## config.mk

```make
export PLATFORM = sky130hd
export DESIGN_NAME = idli_sqi_ctrl_m
export DESIGN_NICKNAME = d
export VERILOG_FILES = /design/src/rtl/idli_sqi_ctrl_m.sv
export SDC_FILE = /design/constraint.sdc
export NUM_CORES = 1
export LEC_CHECK = 0
export ABC_AREA = 0
export ABC_CLOCK_PERIOD_IN_PS = 6100
export BUFFER_PORTS_ARGS = -buffer_cell sky130_fd_sc_hd__buf_2
export CAP_MARGIN = 20
export CORE_ASPECT_RATIO = 2
export CORE_MARGIN = 3
export CORE_UTILIZATION = 35
export DETAILED_ROUTE_END_ITERATION = 7
export PLACE_DENSITY = 0.58
export SLEW_MARGIN = 30
export SYNTH_ARGS = -nofsm -noshare
export SYNTH_HDL_FRONTEND = slang
export SYNTH_SLANG_ARGS = --single-unit
```

## constraint.sdc

```tcl
create_clock -name i_gck -period 6.1 [get_ports i_gck]
set_input_delay 0.305 -clock i_gck [delete_from_list [all_inputs] [get_ports i_gck]]
set_output_delay 0.305 -clock i_gck [all_outputs]
set_load 0.005 [all_outputs]
```

## src/rtl/idli_sqi_ctrl_m.sv

```systemverilog
// Quad-SPI (SQI) serial SRAM sequencer with a two-port round-robin arbiter.
// Runs one command/address/dummy/data transaction at a time on a 23LC1024-style chip.
module idli_sqi_ctrl_m #(
  parameter int ADDR_W = 16,
  parameter int DATA_W = 16
) (
  input  logic              i_gck,
  input  logic              rst_n,
  input  logic              i_fetch_req,
  input  logic [ADDR_W-1:0] i_fetch_addr,
  output logic              o_fetch_gnt,
  output logic              o_fetch_rvalid,
  input  logic              i_data_req,
  input  logic              i_data_we,
  input  logic [ADDR_W-1:0] i_data_addr,
  input  logic [DATA_W-1:0] i_data_wdata,
  output logic              o_data_gnt,
  output logic              o_data_rvalid,
  output logic [DATA_W-1:0] o_rdata,
  output logic              o_mem_sck,
  output logic              o_mem_cs,
  output logic [3:0]        o_mem_sio,
  output logic              o_mem_oe,
  input  logic [3:0]        i_mem_sio
);

  typedef enum logic [2:0] {
    S_IDLE, S_CMD, S_ADDR, S_DUMMY, S_DATA, S_DONE
  } state_t;

  typedef struct packed {
    logic [ADDR_W-1:0] addr;
    logic              we;
    logic [DATA_W-1:0] wdata;
    logic              id;      // 1 = load/store port, 0 = fetch port
  } req_t;

  state_t              state_q;
  logic                phase_q;
  logic [2:0]          cnt_q;
  logic                last_q;  // most recent grantee, same encoding as req_t.id
  req_t                req_q;
  req_t                req_d;
  logic [DATA_W-5:0]   shift_q;
  state_t              nxt_state;
  logic [2:0]          nxt_cnt;
  logic                idle;

  // Lone requester always wins; on a tie the port not served last wins.
  assign idle        = (state_q == S_IDLE);
  assign o_fetch_gnt = idle & i_fetch_req & (~i_data_req | last_q);
  assign o_data_gnt  = idle & i_data_req  & (~i_fetch_req | ~last_q);

  always_comb begin
    req_d.addr  = o_data_gnt ? i_data_addr : i_fetch_addr;
    req_d.we    = o_data_gnt & i_data_we;
    req_d.wdata = i_data_wdata;
    req_d.id    = o_data_gnt;
  end

  // Position of the next nibble once the current one finishes its phase 1.
  always_comb begin
    nxt_state = state_q;
    nxt_cnt   = cnt_q + 3'd1;
    case (state_q)
      S_CMD:   if (cnt_q == 3'd1) begin nxt_state = S_ADDR; nxt_cnt = 3'd0; end
      S_ADDR:  if (cnt_q == 3'd5) begin
                 nxt_state = req_q.we ? S_DATA : S_DUMMY;
                 nxt_cnt   = 3'd0;
               end
      S_DUMMY: if (cnt_q == 3'd1) begin nxt_state = S_DATA; nxt_cnt = 3'd0; end
      S_DATA:  if (cnt_q == 3'd3) begin nxt_state = S_DONE; nxt_cnt = 3'd0; end
      default: begin nxt_state = S_IDLE; nxt_cnt = 3'd0; end
    endcase
  end

  function automatic logic [3:0] nib_of(state_t st, logic [2:0] c, req_t r);
    logic [23:0] baddr;
    logic [7:0]  cmd;
    logic [3:0]  nib;
    baddr            = '0;
    baddr[ADDR_W:1]  = r.addr;
    cmd              = r.we ? 8'h02 : 8'h03;
    nib              = 4'h0;
    case (st)
      S_CMD:   nib = c[0] ? cmd[3:0] : cmd[7:4];
      S_ADDR:  nib = baddr[{(3'd5 - c), 2'b00} +: 4];
      S_DATA:  nib = r.we ? r.wdata[{(2'd3 - c[1:0]), 2'b00} +: 4] : 4'h0;
      default: nib = 4'h0;
    endcase
    return nib;
  endfunction

  function automatic logic oe_of(state_t st, logic we);
    return (st == S_CMD) || (st == S_ADDR) || ((st == S_DATA) && we);
  endfunction

  always_ff @(posedge i_gck or negedge rst_n) begin
    if (!rst_n) begin
      state_q        <= S_IDLE;
      phase_q        <= 1'b0;
      cnt_q          <= 3'd0;
      last_q         <= 1'b1;
      req_q          <= '0;
      shift_q        <= '0;
      o_rdata        <= '0;
      o_fetch_rvalid <= 1'b0;
      o_data_rvalid  <= 1'b0;
      o_mem_cs       <= 1'b1;
      o_mem_sck      <= 1'b0;
      o_mem_oe       <= 1'b0;
      o_mem_sio      <= 4'h0;
    end else begin
      o_fetch_rvalid <= 1'b0;
      o_data_rvalid  <= 1'b0;
      case (state_q)
        S_IDLE: begin
          if (o_fetch_gnt | o_data_gnt) begin
            req_q     <= req_d;
            last_q    <= o_data_gnt;
            state_q   <= S_CMD;
            phase_q   <= 1'b0;
            cnt_q     <= 3'd0;
            o_mem_cs  <= 1'b0;
            o_mem_sck <= 1'b0;
            o_mem_oe  <= 1'b1;
            o_mem_sio <= nib_of(S_CMD, 3'd0, req_d);
          end
        end
        S_DONE: begin
          state_q <= S_IDLE;
        end
        default: begin
          if (!phase_q) begin
            phase_q   <= 1'b1;
            o_mem_sck <= 1'b1;
          end else begin
            phase_q   <= 1'b0;
            o_mem_sck <= 1'b0;
            state_q   <= nxt_state;
            cnt_q     <= nxt_cnt;
            // Memory drives during sck high; capture on the edge that ends it.
            if (state_q == S_DATA && !req_q.we)
              shift_q <= {shift_q[DATA_W-9:0], i_mem_sio};
            if (nxt_state == S_DONE) begin
              o_mem_cs  <= 1'b1;
              o_mem_oe  <= 1'b0;
              o_mem_sio <= 4'h0;
              if (!req_q.we) begin
                o_rdata        <= {shift_q, i_mem_sio};
                o_fetch_rvalid <= ~req_q.id;
                o_data_rvalid  <= req_q.id;
              end
            end else begin
              o_mem_oe  <= oe_of(nxt_state, req_q.we);
              o_mem_sio <= nib_of(nxt_state, nxt_cnt, req_q);
            end
          end
        end
      endcase
    end
  end

endmodule

```

# --- After elaboration in Yosys (flattened, before gate mapping) ---
# Cells that the tools add are included.
word_totals:
  reg_bits: 78
  inputBits: 57
  out_inout_bits: 27
  word_cells: 109
classes:
  n_addsub: 3
  n_eq_ne: 13
  n_shift: 2
  n_mux: 43
  n_bitwise: 15
  reduce_logical: 18
op_table:
  columns: ["operator", "n"]
  rows:
  - ["2-to-1 mux 3 bit", 12]
  - ["indexed part select 24 x 6 -> 4 bit", 1]
  - ["2-to-1 mux 1 bit", 16]
  - ["2-to-1 mux 16 bit", 1]
  - ["2-to-1 mux 4 bit", 4]
  - ["indexed part select 16 x 5 -> 4 bit", 1]
  - ["equality test 3 bit (second input constant)", 5]
  - ["equality test 3 x 2 -> 1 bit (second input constant)", 4]
  - ["case mux 3 bit (2 select lines)", 2]
  - ["case mux 3 bit (4 select lines)", 1]
  - ["case mux 4 bit (3 select lines)", 1]
  - ["equality test 3 x 1 -> 1 bit (second input constant)", 3]
  - ["case mux 3 bit (3 select lines)", 1]
  - ["case mux 4 bit (2 select lines)", 1]
  - ["AND reduction 4 bit", 2]
  - ["inverter 1 bit", 7]
  - ["case mux 1 bit (2 select lines)", 3]
  - ["AND reduction 2 bit", 3]
  - ["AND reduction 3 bit", 2]
  - ["bitwise AND 1 bit", 5]
  - ["nonzero test 2 bit", 2]
  - ["OR reduction 2 bit", 2]
  - ["adder 3 x 1 -> 3 bit (second input constant)", 1]
  - ["zero test 3 bit", 1]
  - ["9 further kinds", 13]

# --- Logic depth before layout (Yosys ltp) ---
depth:
  word_depth: 10
  depth_mapped: 9
  depth_no_buf: 9

# --- Least setup slack after synthesis ---
# Ideal clock, no wire load.
synth_timing:
  path_kind: "register to register"
  from: "reg cnt_q[0]"
  to: "reg o_mem_sio[1]"
  setup_ns: 0.069
  t_arrival_ns: 2.226
  required_time_ns: 6.031
  setup_slack_ns: 3.805
  stages_incl_launch_ff: 9
  n_path_buf: 0
  period_less_slack_ns: 2.295
  path_cell_list: "dfrtp_1 -> ha_1 -> ha_1 -> or3_1 -> a21boi_0 -> o2111ai_1 -> or3b_1 -> a2bb2oi_1 -> nand3_1"
synth_via:
  elab_chain_len: 10
  word_cells_on_any_way: 27
  cone_classes: "add/sub: 3; eq/ne: 7; shift: 2; mux: 15"
synth_rtl:
  columns: ["item", "line", "source"]
  rows:
  - ["start, declared", "40", "logic [2:0] cnt_q;"]
  - ["start signal, assigned", "141", "cnt_q <= nxt_cnt;"]
  - ["adder 3 x 1 -> 3 bit (tied with other cells)", "64", "nxt_cnt = cnt_q + 3'd1;"]
  - ["2-to-1 mux 3 bit, on equally long branches", null, null]
  - ["case mux 3 bit (3 select lines)", "65", "case (state_q)"]
  - ["subtractor 2 bit", "88", "S_DATA: nib = r.we ? r.wdata[{(2'd3 - c[1:0]), 2'b00} +: 4] : 4'h0;"]
  - ["indexed part select 16 x 5 -> 4 bit", "88", null]
  - ["2-to-1 mux 4 bit", "88", null]
  - ["case mux 4 bit (3 select lines)", "85", "case (st)"]
  - ["2-to-1 mux 4 bit (*)", "145", "if (nxt_state == S_DONE) begin"]
  - ["2-to-1 mux 4 bit (*)", "134", "if (!phase_q) begin"]
  - ["case mux 4 bit (2 select lines) (*)", "116", "case (state_q)"]
  - ["end signal, assigned", "127", "o_mem_sio <= nib_of(S_CMD, 3'd0, req_d);"]
  - ["end signal, assigned", "156", "o_mem_sio <= nib_of(nxt_state, nxt_cnt, req_q);"]
  - ["end, declared", "22", "output logic [3:0] o_mem_sio,"]
# Mark *: on every way between the ends. The rest lies on a longest branch, timed or not. The select of a mux whose other input is x is not followed.
# A chain may end at the register's enable or synchronous reset.

# --- Worst setup path after layout ---
layout_timing:
  from: "reg state_q[1]"
  to: "out o_fetch_gnt"
layout_via:
  elab_chain_len: 3
layout_rtl:
  columns: ["item", "line", "source"]
  rows:
  - ["start, declared", "38", "state_t state_q;"]
  - ["start signal, assigned", "140", "state_q <= nxt_state;"]
  - ["zero test 3 bit", "50", "assign idle = (state_q == S_IDLE);"]
  - ["bitwise AND 1 bit (2 in series)", "51", "assign o_fetch_gnt = idle & i_fetch_req & (~i_data_req | last_q);"]
  - ["end, declared", "11", "output logic o_fetch_gnt,"]
# Every way passes these cells.

==> impl_metrics.ini <==
[run_status]
outcome = finished clean

[clock_tree]
cts_setup_buffers = 0
cts_hold_buf = 0
clock_sinks = 78
htreeDepth = 3
numCtsBuffers = 9
tritoncts = yes
cts_root_buf = clkbuf_16
path_clk_slew_ps = 60
cts_resized = 0
clockBufferDepth = 2
worstSkewPairLatency_ps = 330

[timing]
fin_ws_ps = 3185
rsz0062_at_grt = false
relSlewSlack_pct = 40.01
slew_violations = 0
fmax_ghz = 0.3430
clock_skew_ps = 8.797
layout_min_cycle_time_ps = 2915
hold_viol = 0
setup_viol = 0
fin_crit_sh_pct = 47.79
tns_ps = 0
worst_pin_slew_ps = 892.2
timing.hold.ws_ps = 1.592

[final_layout]
nFillCells = 1055
layout.nets = 532
post-route-util_pct = 43.88
drive_gt1_share_pct = 29.83
regArea_um2 = 1954
final_cells = 613
area_growth_pct = 20.74
antenna_cells = 0
multi_input_area_um2 = 1789

[power_and_ir_drop]
internal_power_w = 0.001437
swShare_pct = 38.19
pwr-share-comb_pct = 38.3
p_sw_w = 0.0008883
pwr-share-clk_pct = 23.4
vdd_drop_max_mv = 0.2703
powerDensity_nw_per_um2 = 496.5
p_leak_nw = 2.224
p_seq_share_pct = 38.2

[synth]
synth_top_area_cell = dfrtp_1
synth.most_common_cell = nand2_1
yosys_warnings = 0
yosysTopAreaCellShare_pct = 49.02
synth_area_um2 = 3880
synth_cells = 396
syn_avg_cell_area_um2 = 9.798
synth-async-reset-ratio_pct = 100.0
ys_top_cells_by_area = dfrtp_1 (49%), nand2_1 (10%), mux2_2 (9.6%)
yosysUniqueCellTypes = 55
syn-num-nets = 457
ys_seq_elements = 78
synth_edf_count = 0
synth_common_cells = nand2_1 (103), dfrtp_1 (76), mux2_2 (33)
ys_seq_area_share_pct = 50.37
synth_ff_type = dfrtp_1

[grt]
top_usage_layer = met2
globalRouteMet2Util_pct = 30.78
track_usage_pct = 17.12
antenna_found_initial = 0
grt_start_max_net_pins = 79
grt_util_met1_pct = 17.66
grt_pass1_wl_um = 16210
grt_use_met3_pct = 3.708
grt_pass1_vias = 3298
gr-total-overflow = 0

[detailed_routing]
ant_nets = 0
drc = 0
drtPass1Iterations = 4
drtIter0Drc = 176
via_per_inst = 5.179
wire_per_inst_um = 16.34
totalWireLength_um = 10020
vias = 3175

[place]
dp_hpwl_um = 7640
gp_congestion = 0.8423
pre_cts_ws_ps = 3234
io_buffers = 83
dp.cells = 597

[setup_path]
worstPathArrival_ps = 2610
crit_path_start_kind = register
crit_path_max_incr_delay_ps = 590
crit_path_end_kind = primary output
slowest_stage = nand3_1
path_class = register to primary output
required_ps = 5790
crit_chain = nor3_1 > nand3_1 > inv_2 > buf_2
path_max_fanout = 19

[floorplanning]
fp-row-count = 53
core_region_area_um2 = 10680
io_pins = 84
dieArea_um2 = 12460
chipWidth_um = 80.45
die_height_um = 154.9
start_util_pct = 36.34

[min_path]
hp-class = input port to async pin

[flow_run]
maxCapViolations = 0
==> worst max-delay path, delay by kind of cell, from the launching register on <==
family | cells | cell delay, ps
buf+inv | 2 | 680
simple gates | 2 | 1030
flops | 1 | 560
==> power groups by stage <==
| stage | Sequential (W) | Clock (W) | Combinational [W] |
|---|---|---|---|
| 2_1_floorplan | 0.000799 | 0 | 0.000734 |
| 3_3_place_gp | 0.000889 | 0 | 0.000882 |
| 3_5_place_dp | 0.000900 | 0 | 0.000896 |
| 4_1_cts | 0.000891 | 0.000556 | 0.000899 |
| 5_1_grt | 0.000919 | 0.000579 | 0.00100 |
| 6_report | 0.000890 | 0.000544 | 0.000892 |
==> path summary, 6_finish.rpt <==
path,startpoint,to,slack [ps],cells after the start
min in group i_gck,i_data_wdata[5],req_q[6],170,3
worst max register to register,state_q[0],state_q[1],3240,6
max in group asynchronous,rst_n,req_q[21],5600,1
worst min register to register,req_q[0],o_fetch_rvalid,420,1
worst max-delay path,state_q[1],o_fetch_gnt,3180,4
worst min-delay path,rst_n,shift_q[7],2,1
==> metal layers <==
layer  vias up  routed length (um)  part of all wire, %
met5         -                   0                    0
met4         0                 488                  4.9
met3        26                 471                  4.7
met2        90                5626                   56
met1      1538                3431                   34
li1       1521                   -                    -
==> cells in the final DEF (no fill, tap or decap), types with 2 or more instances in the layout <==
cell type,instances
buf_2,82
o31ai_1,2
a211oi_1,2
a21boi_0,3
a21oi_1,9
clkbuf_8,2
mux2_2,33
a32oi_1,2
nor2b_1,5
nor2_1,27
dfrtp_1,76
and3_1,2
or3_1,3
nand4b_1,4
o22ai_1,2
nand3_1,2
nand2_1,103
a31oi_1,16
mux2i_1,6
o21ai_0,11
nand2b_1,5
a2bb2oi_1,2
clkbuf_1,3
a22oi_1,3
nor3_1,7
ha_1,4
inv_1,9
o2111ai_1,3
o211ai_1,6
clkbuf_16,9
dfstp_2,2
a21o_1,3
==> registers in the layout, summed over array words and instances (netlist names), 3 cells and up <==
signal,cells
cnt_q,3
o_mem_sio,4
o_rdata,16
req_q,34
shift_q,12
state_q,3
==> cell type report <==
cell class | count | share of cell area, %
flip-flops and latches | 78 | 41.72
clock buffers | 14 | 5.636
multi-input cells | 288 | 38.19
clock inverters | 2 | 0.8280
repair buffers | 84 | 9.161
inverters | 10 | 0.8013
well taps | 137 | 3.659
==> logic make-up (layout without fill, tap and decap cells) <==
family,after synthesis,in the layout,share of synthesized area (%)
simple gates,168,168,19.28
flops,78,78,50.37
compound gates,74,74,13.32
mux,40,40,11.42
buf+inv,30,110,3.870
fa+ha+maj,4,4,1.290
xor+xnor,2,2,0.4515
==> through the flow <==
step / area [um2] / power (W)
4_1_cts: 4681 / 0.002346
2_1_floorplan: 3880 / 0.001534
6_report: 4684 / 0.002326
3_5_place_dp: 4378 / 0.001795
5_1_grt: 4684 / 0.002500
3_3_place_gp: 4370 / 0.001771
No activity file was read; power rests on OpenSTA's default activity.
